[config.mk]
export PLATFORM = sky130hd
export DESIGN_NAME = game_level_sequencer_flat
export DESIGN_NICKNAME = d
export VERILOG_FILES = /design/src/rtl/game_pkg.sv /design/src/rtl/game_level_sequencer_if.sv /design/src/rtl/tick_divider.sv /design/src/rtl/game_level_sequencer.sv /design/src/flat_wrapper.sv
export SDC_FILE = /design/constraint.sdc
export NUM_CORES = 1
export LEC_CHECK = 0
export BUFFER_PORTS_ARGS = -buffer_cell sky130_fd_sc_hd__clkbuf_2
export CAP_MARGIN = 20
export CORE_UTILIZATION = 49
export DETAILED_ROUTE_END_ITERATION = 8
export GPL_ROUTABILITY_DRIVEN = 1
export PLACE_DENSITY = 0.69
export SYNTH_ARGS = -nofsm -noshare
export SYNTH_HDL_FRONTEND = slang
export SYNTH_SLANG_ARGS = --single-unit
[constraint.sdc]
create_clock -name clk -period 2.52 [get_ports clk]
set_input_delay 0.504 -clock clk [delete_from_list [all_inputs] [get_ports clk]]
set_output_delay 0.504 -clock clk [all_outputs]
set_load 0.1 [all_outputs]
[src/rtl/game_pkg.sv]
// ============================================================================
// Module   : game_pkg
// Purpose  : Shared types and constants for the maze game controller:
//            state codes, VGA colour constants, default lives and a helper
//            that tells whether a state lets a level pointer run.
// Ports    : none (package)
// Revision : 1.0  initial release
// ============================================================================
`default_nettype none

package game_pkg;

  typedef enum logic [2:0] {
    ST_IDLE  = 3'd0,
    ST_LOAD  = 3'd1,
    ST_GRACE = 3'd2,
    ST_PLAY  = 3'd3,
    ST_SCARE = 3'd4,
    ST_WIN   = 3'd5,
    ST_OVER  = 3'd6
  } state_t;

  localparam logic [2:0] BLACK = 3'b000;
  localparam logic [2:0] RED   = 3'b100;
  localparam logic [2:0] GREEN = 3'b010;

  localparam int LIVES_DEFAULT = 3;

  // The pointer of the selected level is released only in these states.
  function automatic logic level_active(input state_t s);
    return (s == ST_GRACE) || (s == ST_PLAY);
  endfunction

endpackage : game_pkg

`default_nettype wire

[src/rtl/game_level_sequencer_if.sv]
// ============================================================================
// Module   : game_level_sequencer_if
// Purpose  : Bundles the level-pointer, VGA and control signals exchanged
//            between the game sequencer and its surroundings.
// Ports    : start_btn, video_on, lvlN_inside, lvlN_win, lvlN_rgb  (to seq)
//            move_tick, lvlN_rst, level_sel, lives, state_o, rgb_out (from seq)
//            modport slave  : the sequencer view
//            modport master : the environment view
// Revision : 1.0  initial release
// ============================================================================
`default_nettype none

interface game_level_sequencer_if;

  logic       start_btn;
  logic       video_on;
  logic       lvl1_inside;
  logic       lvl1_win;
  logic       lvl2_inside;
  logic       lvl2_win;
  logic [2:0] lvl1_rgb;
  logic [2:0] lvl2_rgb;

  logic       move_tick;
  logic       lvl1_rst;
  logic       lvl2_rst;
  logic       level_sel;
  logic [2:0] lives;
  logic [2:0] state_o;
  logic [2:0] rgb_out;

  modport slave (
    input  start_btn, video_on,
    input  lvl1_inside, lvl1_win, lvl2_inside, lvl2_win,
    input  lvl1_rgb, lvl2_rgb,
    output move_tick, lvl1_rst, lvl2_rst, level_sel, lives, state_o, rgb_out
  );

  modport master (
    output start_btn, video_on,
    output lvl1_inside, lvl1_win, lvl2_inside, lvl2_win,
    output lvl1_rgb, lvl2_rgb,
    input  move_tick, lvl1_rst, lvl2_rst, level_sel, lives, state_o, rgb_out
  );

endinterface : game_level_sequencer_if

`default_nettype wire

[src/rtl/tick_divider.sv]
// ============================================================================
// Module   : tick_divider
// Purpose  : Free-running modulo-TICK_DIV counter producing a one-cycle
//            movement strobe when the count sits at its last value.
// Ports    : clk       in   system clock
//            reset     in   synchronous active-low reset
//            move_tick out  strobe, high while count == TICK_DIV-1
// Revision : 1.0  initial release
// ============================================================================
`default_nettype none

module tick_divider #(
  parameter int TICK_DIV = 900000
) (
  input  wire logic clk,
  input  wire logic reset,
  output logic      move_tick
);

  localparam int CW = (TICK_DIV > 2) ? $clog2(TICK_DIV) : 1;
  localparam logic [CW-1:0] CNT_LAST = CW'(TICK_DIV - 1);
  localparam logic [CW-1:0] CNT_ONE  = CW'(1);

  logic [CW-1:0] count_q;
  logic [CW-1:0] count_d;

  always_comb begin
    count_d = count_q + CNT_ONE;
    if (count_q == CNT_LAST) begin
      count_d = '0;
    end
  end

  always_ff @(posedge clk) begin
    if (!reset) begin
      count_q <= '0;
    end else begin
      count_q <= count_d;
    end
  end

  // Decoded from the count so the strobe lines up with count == TICK_DIV-1.
  assign move_tick = (count_q == CNT_LAST);

endmodule : tick_divider

`default_nettype wire

[src/rtl/game_level_sequencer.sv]
// ============================================================================
// Module   : game_level_sequencer
// Purpose  : Top-level maze game controller. Sequences start screen, level 1,
//            level 2, scare screen, win screen and game-over; generates the
//            movement tick and per-level pointer resets; tracks lives and
//            muxes the selected level's pixel colour onto the VGA output.
// Ports    : clk    in   system clock
//            reset  in   synchronous active-low reset
//            bus    slave modport of game_level_sequencer_if
//                   (start_btn, video_on, level flags/colours in;
//                    move_tick, level resets, level_sel, lives, state_o,
//                    rgb_out out)
// Revision : 1.0  initial release
// ============================================================================
`default_nettype none

module game_level_sequencer
  import game_pkg::*;
#(
  parameter int TICK_DIV    = 900000,
  parameter int GRACE_TICKS = 8,
  parameter int SCARE_TICKS = 180,
  parameter int LIVES       = LIVES_DEFAULT
) (
  input  wire logic             clk,
  input  wire logic             reset,
  game_level_sequencer_if.slave bus
);

  // Phase counter is shared by GRACE and SCARE; size it for the larger one.
  localparam int PH_MAX = (GRACE_TICKS > SCARE_TICKS) ? GRACE_TICKS : SCARE_TICKS;
  localparam int PW     = $clog2(PH_MAX + 1);

  localparam logic [PW-1:0] GRACE_LAST = PW'(GRACE_TICKS - 1);
  localparam logic [PW-1:0] SCARE_LAST = PW'(SCARE_TICKS - 1);
  localparam logic [PW-1:0] PH_ONE     = PW'(1);
  localparam logic [2:0]    LIVES_INIT = 3'(LIVES);

  logic          move_tick;

  state_t        state_q,     state_d;
  logic          level_sel_q, level_sel_d;
  logic [2:0]    lives_q,     lives_d;
  logic [PW-1:0] phase_q,     phase_d;
  logic          start_btn_q;
  logic          lvl1_rst_q,  lvl1_rst_d;
  logic          lvl2_rst_q,  lvl2_rst_d;

  logic          start_edge;
  logic          cur_win;
  logic          cur_inside;
  logic [2:0]    rgb_sel;

  tick_divider #(
    .TICK_DIV (TICK_DIV)
  ) u_tick_divider (
    .clk       (clk),
    .reset     (reset),
    .move_tick (move_tick)
  );

  assign start_edge = bus.start_btn & ~start_btn_q;
  assign cur_win    = level_sel_q ? bus.lvl2_win    : bus.lvl1_win;
  assign cur_inside = level_sel_q ? bus.lvl2_inside : bus.lvl1_inside;

  always_comb begin
    state_d     = state_q;
    level_sel_d = level_sel_q;
    lives_d     = lives_q;
    phase_d     = phase_q;

    case (state_q)
      ST_IDLE, ST_WIN, ST_OVER: begin
        if (start_edge) begin
          state_d     = ST_LOAD;
          level_sel_d = 1'b0;
          lives_d     = LIVES_INIT;
        end
      end

      ST_LOAD: begin
        // Clearing the phase here means a tick landing on GRACE entry is
        // not counted toward the grace period.
        state_d = ST_GRACE;
        phase_d = '0;
      end

      ST_GRACE: begin
        if (move_tick) begin
          if (phase_q == GRACE_LAST) begin
            state_d = ST_PLAY;
          end else begin
            phase_d = phase_q + PH_ONE;
          end
        end
      end

      ST_PLAY: begin
        // Reaching the goal wins over leaving the path in the same cycle.
        if (cur_win) begin
          if (!level_sel_q) begin
            state_d     = ST_LOAD;
            level_sel_d = 1'b1;
          end else begin
            state_d = ST_WIN;
          end
        end else if (!cur_inside) begin
          state_d = ST_SCARE;
          phase_d = '0;
          if (lives_q != 3'd0) begin
            lives_d = lives_q - 3'd1;
          end
        end
      end

      ST_SCARE: begin
        if (move_tick) begin
          if (phase_q == SCARE_LAST) begin
            state_d = (lives_q == 3'd0) ? ST_OVER : ST_LOAD;
          end else begin
            phase_d = phase_q + PH_ONE;
          end
        end
      end

      default: begin
        state_d = ST_IDLE;
      end
    endcase

    // Registered from the next state so the resets change together with it.
    lvl1_rst_d = ~(level_active(state_d) & ~level_sel_d);
    lvl2_rst_d = ~(level_active(state_d) &  level_sel_d);
  end

  always_ff @(posedge clk) begin
    if (!reset) begin
      state_q     <= ST_IDLE;
      level_sel_q <= 1'b0;
      lives_q     <= LIVES_INIT;
      phase_q     <= '0;
      start_btn_q <= 1'b0;
      lvl1_rst_q  <= 1'b1;
      lvl2_rst_q  <= 1'b1;
    end else begin
      state_q     <= state_d;
      level_sel_q <= level_sel_d;
      lives_q     <= lives_d;
      phase_q     <= phase_d;
      start_btn_q <= bus.start_btn;
      lvl1_rst_q  <= lvl1_rst_d;
      lvl2_rst_q  <= lvl2_rst_d;
    end
  end

  always_comb begin
    rgb_sel = BLACK;
    if (bus.video_on) begin
      case (state_q)
        ST_GRACE, ST_PLAY: rgb_sel = level_sel_q ? bus.lvl2_rgb : bus.lvl1_rgb;
        ST_SCARE:          rgb_sel = RED;
        ST_WIN:            rgb_sel = GREEN;
        default:           rgb_sel = BLACK;
      endcase
    end
  end

  assign bus.move_tick = move_tick;
  assign bus.lvl1_rst  = lvl1_rst_q;
  assign bus.lvl2_rst  = lvl2_rst_q;
  assign bus.level_sel = level_sel_q;
  assign bus.lives     = lives_q;
  assign bus.state_o   = state_q;
  assign bus.rgb_out   = rgb_sel;

endmodule : game_level_sequencer

`default_nettype wire

[src/flat_wrapper.sv]
// flat-port wrapper written by rule: the top's interface ports become plain ports
module game_level_sequencer_flat import game_pkg::*;
#(
  parameter int TICK_DIV    = 900000,
  parameter int GRACE_TICKS = 8,
  parameter int SCARE_TICKS = 180,
  parameter int LIVES       = LIVES_DEFAULT
)
  (clk, reset, bus_start_btn, bus_video_on, bus_lvl1_inside, bus_lvl1_win, bus_lvl2_inside, bus_lvl2_win, bus_lvl1_rgb, bus_lvl2_rgb, bus_move_tick, bus_lvl1_rst, bus_lvl2_rst, bus_level_sel, bus_lives, bus_state_o, bus_rgb_out);
  game_level_sequencer_if bus_i ();
  input  wire logic clk;
  input  wire logic reset;
  input wire logic [$bits(bus_i.start_btn)-1:0] bus_start_btn;
  input wire logic [$bits(bus_i.video_on)-1:0] bus_video_on;
  input wire logic [$bits(bus_i.lvl1_inside)-1:0] bus_lvl1_inside;
  input wire logic [$bits(bus_i.lvl1_win)-1:0] bus_lvl1_win;
  input wire logic [$bits(bus_i.lvl2_inside)-1:0] bus_lvl2_inside;
  input wire logic [$bits(bus_i.lvl2_win)-1:0] bus_lvl2_win;
  input wire logic [$bits(bus_i.lvl1_rgb)-1:0] bus_lvl1_rgb;
  input wire logic [$bits(bus_i.lvl2_rgb)-1:0] bus_lvl2_rgb;
  output wire logic [$bits(bus_i.move_tick)-1:0] bus_move_tick;
  output wire logic [$bits(bus_i.lvl1_rst)-1:0] bus_lvl1_rst;
  output wire logic [$bits(bus_i.lvl2_rst)-1:0] bus_lvl2_rst;
  output wire logic [$bits(bus_i.level_sel)-1:0] bus_level_sel;
  output wire logic [$bits(bus_i.lives)-1:0] bus_lives;
  output wire logic [$bits(bus_i.state_o)-1:0] bus_state_o;
  output wire logic [$bits(bus_i.rgb_out)-1:0] bus_rgb_out;
  assign bus_i.start_btn = bus_start_btn;
  assign bus_i.video_on = bus_video_on;
  assign bus_i.lvl1_inside = bus_lvl1_inside;
  assign bus_i.lvl1_win = bus_lvl1_win;
  assign bus_i.lvl2_inside = bus_lvl2_inside;
  assign bus_i.lvl2_win = bus_lvl2_win;
  assign bus_i.lvl1_rgb = bus_lvl1_rgb;
  assign bus_i.lvl2_rgb = bus_lvl2_rgb;
  assign bus_move_tick = bus_i.move_tick;
  assign bus_lvl1_rst = bus_i.lvl1_rst;
  assign bus_lvl2_rst = bus_i.lvl2_rst;
  assign bus_level_sel = bus_i.level_sel;
  assign bus_lives = bus_i.lives;
  assign bus_state_o = bus_i.state_o;
  assign bus_rgb_out = bus_i.rgb_out;
  game_level_sequencer #(.TICK_DIV(TICK_DIV), .GRACE_TICKS(GRACE_TICKS), .SCARE_TICKS(SCARE_TICKS), .LIVES(LIVES)) u_core (.clk(clk), .reset(reset), .bus(bus_i));
endmodule
# Yosys cells after proc, flatten, opt, wreduce, memory -nomap -nowiden
# Cells that the tools add are included.
# word_totals
wordCells	79
register_bits	38
in_bits	14
out_inout_bits	13
# classes
bitwise_logic	8
n_addsub	3
n_reduce_logical	11
n_eq_ne	19
n_mux	30
# ops
cell	count
$mux W8	6
$mux W3	15
$pmux W8 S4	1
$add A20 B1 Y20 const B	1
$eq A20 B20 Y1 const B	1
$pmux W3 S5	1
$eq A3 B2 Y1 const B	4
$ne A2 B2 Y1 const B	6
$eq A3 B3 Y1 const B	3
$pmux W3 S3	1
$add A8 B1 Y8 const B	1
$eq A8 B3 Y1 const B	1
$eq A8 B8 Y1 const B	1
$reduce_and A7 Y1	1
$logic_not A3 Y1	2
$pmux W3 S2	1
$not A1 Y1	5
$reduce_and A5 Y1	1
$mux W1	4
$ne A2 B1 Y1 const B	2
$reduce_bool A4 Y1	1
$reduce_or A2 Y1	2
$and A1 B1 Y1	3
$eq A3 B1 Y1 const B	1
other kinds (6)	6

# Depth between registers and ports, before layout
# logic_depth
ltp_word	9
depth_mapped	7
mapped_depth_nobuf	7

# Hierarchy
# A second synthesis with hierarchy kept.
# unflattened
cells_unflattened	255
hier_area_um2	2215.9
# modules_own_cells
module	n_inst	cells_per_inst	area_each_um2	seq_area_each_um2
game_level_sequencer	1	150	1256.2	360.3
tick_divider	1	105	959.7	400.4

# Least setup slack after synthesis
# OpenSTA, ideal clock, no wires.
# synth_timing
kind	register to output
start	reg u_core.state_q[1] (netlist: u_core.bus.state_o[1])
end	out bus_rgb_out[0]
required_ns	2.016
path_slack_ns	-1.773
path_buffers	1
path_stages_with_launch	4
arrival_ns	3.789
cell_sequence	dfxtp_1 clkbuf_1 or2b_2 nor3b_1
# synth_via
elab_chain_cells	4
word_cells_on_any_way	7
classes_between	eq/ne (4); mux (2); reduce/logical (1)
# synth_lines
item	line_no	source
from (decl)	game_level_sequencer.sv:41	state_t state_q, state_d;
from (signal assigned)	game_level_sequencer.sv:146	state_q <= state_d;
$eq A3 B2 Y1	game_level_sequencer.sv:159	case (state_q)
$reduce_or A2 Y1	game_level_sequencer.sv:159	
$pmux W3 S3 *	game_level_sequencer.sv:159	
$mux W3 *	game_level_sequencer.sv:158	if (bus.video_on) begin
to (decl)	flat_wrapper.sv:27	output wire logic [$bits(bus_i.rgb_out)-1:0] bus_rgb_out;
# Mark *: on every way between the ends. The rest lies on a longest branch, timed or not.

# Final worst setup path
# layout_timing
start	reg u_core.u_tick_divider.count_q[10]
end	out bus_move_tick
# layout_via
elab_chain_cells	1
# layout_lines
item	line_no	source
from (decl)	tick_divider.sv:24	logic [CW-1:0] count_q;
from (signal assigned)	tick_divider.sv:38	count_q <= count_d;
$eq A20 B20 Y1	tick_divider.sv:43	assign move_tick = (count_q == CNT_LAST);
to (decl)	flat_wrapper.sv:21	output wire logic [$bits(bus_i.move_tick)-1:0] bus_move_tick;
# Every way passes these cells.

==> results.yml <==
pwr:
  p_switching_mw: 0.333
  power_density_nw_per_um2: 509
  p_clk_share_pct: 38.1
  leakagePower_nw: 0.914
  power_frac_seq_pct: 49.3
  internal_power_mw: 0.937
  report.power.total_mw: 1.27
  p_sw_share_pct: 26.2
  irDropWorstVdd_mv: 0.303
  comb_power_share_pct: 12.6
critical_path:
  endpoint: "bus_move_tick"
  endpoint_kind: "output port"
  slowest_stage: "or4b_4"
  crit_family: "simple AND/OR/NAND/NOR gates"
  critical_path_class: "flip-flop to output port"
  rr_worst_depth: 6
  r2r_end: "u_core.phase_q[3]$_SDFFE_PN0P_"
  slowest_delay_ns: 0.57
  arrival_ns: 1.92
  cp-startpoint: "u_core.u_tick_divider.count_q[10]$_SDFF_PP0_"
  cp.buffers_inverters: 2
  start_kind: "flip-flop"
  crit_cells: 5
  path_max_fanout: 5
  r2r_slack_ns: 0.23
  crit_chain: "or4b_4 -> nor4_4 -> nand2_2 -> clkinvlp_4 -> buf_12"
  critPathRequiredTime_ns: 2.02
  r2r_start: "u_core.u_tick_divider.count_q[10]$_SDFF_PP0_"
clock_network:
  clk_pin_slew_ns: 0.07
  htree_levels: 2
  cts_tree: "built"
  cts-root-buf: "clkbuf_8"
  postCtsSetupBuffers: 0
  clk_latency_ns: 0.29
  hold_buffers: 0
  cts_resized: 0
  cts-buffers-inserted: 5
  ctsLongestPathBuffers: 2
  clock_sinks: 38
timing:
  clock_skew_ns: 0.00260
  period_share_pct: 96.3
  whs_ns: 0.463
  period_minus_slack_ns: 2.43
  worstMarginPinSlew_ns: 0.544
  max_slew_margin_pct: 63.9
  rsz0062_at_grt: "false"
  hold_violations: 0
  timing.final.ws_setup_ns: 0.0926
  finalMaxSlewViolations: 0
  setup_violations: 0
  tns_ns: 0
  max_freq_mhz: 412
global_route:
  grt_pass1_vias: 1686
  grt_pass1_wl_um: 7670
  grt_max_degree: 20
  grt-ovfl-total: 0
  grt.total_usage_pct: 22.2
  antenna_found_initial: 0
synth:
  synth_edf_count: 0
  yosysMostFrequentCell: "dfxtp_1"
  synth_warnings: 0
  synth-seq-area-share_pct: 35.2
  netlist_instances: 256
  ys_types: 52
  synth_top_area_share_pct: 35.2
  syn-num-nets: 274
  synth_seq_cells: 38
  async_flop_share_pct: 0
  synth_ff_type: "dfxtp_1"
  netlist_top_cells_count: "dfxtp_1, nor2_1, nand2_1"
  avgSynthCellArea_um2: 8.44
  yosysTopAreaCell: "dfxtp_1"
  syn_area_um2: 2160
  netlist_top_cells_area: "dfxtp_1, xnor2_1, nor2_1"
detailed_routing:
  drtIter0Drc: 115
  wl_met3_um: 132
  vias: 1881
  wl_um: 4520
  drtPass1Iterations: 4
  post-route-drc-count: 0
  wl_per_cell_um: 13.5
  highest_layer: "met4"
  drt-vias-per-instance: 5.63
  met2_length_um: 2140
  wl_met1_um: 2180
  ant_nets: 0
outcome:
  outcome: "complete, no violations"
cells_and_area:
  finalNonFillerCells: 334
  final-seq-area_um2: 769
  fill_cells: 382
  layout-drive-gt1-share_pct: 20.8
  area_growth_pct: 15.5
  design_area_um2: 2490
  fin_util_pct: 60.6
  multi_input_area_um2: 1340
  nets: 302
  n_antenna_cell: 0
place:
  dpl.cell_count: 327
  place.port_buffers: 26
  post-place-ws_ns: 0.240
  gp_congestion: 0.789
  dpl_cell_area_um2: 2380
  dp_hpwl_um: 3360
floorplanning:
  start_util_pct: 52.5
  rows: 23
  ioPinCount: 27
  die_area_um2: 4680
  chipHeight_um: 68.4
  die_width_um: 68.4
  core_um2: 4120
worst_hold_path:
  worstHoldPathType: "input pin to flip-flop"
run:
  drv_cap: 0
## logic make-up (layout without fill, tap and decap cells)
kind of cell / Yosys count / count (layout) / synth area share [%]
AND/OR/NAND/NOR: 131 / 131 / 35.5
AO/OA/AOI/OAI: 42 / 42 / 13.7
flip-flops: 38 / 38 / 35.2
XOR/XNOR: 20 / 20 / 8.11
buffers and inverters: 17 / 45 / 3.36
adder cells (fa/ha/maj): 4 / 4 / 2.32
multiplexers: 4 / 4 / 1.85
## cell type report
class / instances / area share [%]
multi-input cells: 201 / 53.9
repair buffers: 30 / 7.12
flip-flops and latches: 38 / 30.8
well taps: 50 / 2.51
clock buffers: 7 / 4.31
inverters: 8 / 1.35
## per-layer routing
| layer | vias to the layer above | track usage, % |
|---|---|---|
| li1 | 977 | - |
| met1 | 874 | 29.0 |
| met2 | 25 | 35.4 |
| met4 | 0 | 9.38 |
| met3 | 5 | 4.00 |
| met5 | - | 0 |
## worst register-to-register path: stages, from the launching register on
cell      delay, ns
dfxtp_1        0.35
or4b_4         0.57
nor4_4         0.30
buf_4          0.20
a31oi_4        0.14
or4_1          0.52
a21boi_1       0.15
## layout by cell type (no fill, tap or decap), types with 4 or more instances in the layout
| master | netlist | layout |
|---|---|---|
| a21boi_1 | 5 | 5 |
| a21oi_1 | 6 | 6 |
| a31oi_1 | 4 | 4 |
| and2_1 | 6 | 4 |
| and3_1 | 5 | 5 |
| buf_4 | 1 | 5 |
| clkbuf_2 | 0 | 24 |
| clkbuf_8 | 0 | 6 |
| dfxtp_1 | 38 | 33 |
| dfxtp_2 | 0 | 4 |
| ha_1 | 4 | 4 |
| inv_1 | 8 | 7 |
| mux2i_1 | 4 | 4 |
| nand2_1 | 20 | 19 |
| nand2b_1 | 6 | 6 |
| nand3_1 | 16 | 16 |
| nand4_1 | 5 | 5 |
| nor2_1 | 27 | 27 |
| nor3_1 | 10 | 10 |
| o21ai_0 | 6 | 6 |
| o22ai_1 | 4 | 4 |
| o31ai_1 | 4 | 4 |
| or4_1 | 6 | 6 |
| xnor2_1 | 16 | 16 |
| xor2_1 | 4 | 4 |
## sequential cells by signal, indices dropped and copies added, names as in the netlist
signal and flops:
u_core.bus.level_sel 1, u_core.bus.lvl1_rst 1, u_core.bus.state_o 3, u_core.u_tick_divider.count_q 20
u_core.start_btn_q 1, u_core.bus.lives 3, u_core.phase_q 8, u_core.bus.lvl2_rst 1
## worst min-delay path by stage
stage | from | to | slack (ns) | cells past startpoint
floorplan | u_core.u_tick_divider.count_q[0]$_SDFF_PP0_ | u_core.u_tick_divider.count_q[0]$_SDFF_PP0_ | 0.43 | 1
global placement | u_core.u_tick_divider.count_q[0]$_SDFF_PP0_ | u_core.u_tick_divider.count_q[0]$_SDFF_PP0_ | 0.45 | 1
detailed placement | u_core.u_tick_divider.count_q[0]$_SDFF_PP0_ | u_core.u_tick_divider.count_q[0]$_SDFF_PP0_ | 0.46 | 1
CTS | bus_start_btn | u_core.start_btn_q$_SDFF_PN0_ | 0.46 | 2
global route | bus_start_btn | u_core.start_btn_q$_SDFF_PN0_ | 0.47 | 2
finish | bus_start_btn | u_core.start_btn_q$_SDFF_PN0_ | 0.46 | 2
## power groups by stage
stage | logic [mW] | registers, mW | clock network [mW]
finish | 0.160 | 0.626 | 0.484
global route | 0.175 | 0.629 | 0.523
CTS | 0.160 | 0.626 | 0.499
detailed placement | 0.160 | 0.640 | 0
global placement | 0.157 | 0.640 | 0
floorplan | 0.0910 | 0.672 | 0
Power figures use the tool's default switching activity.
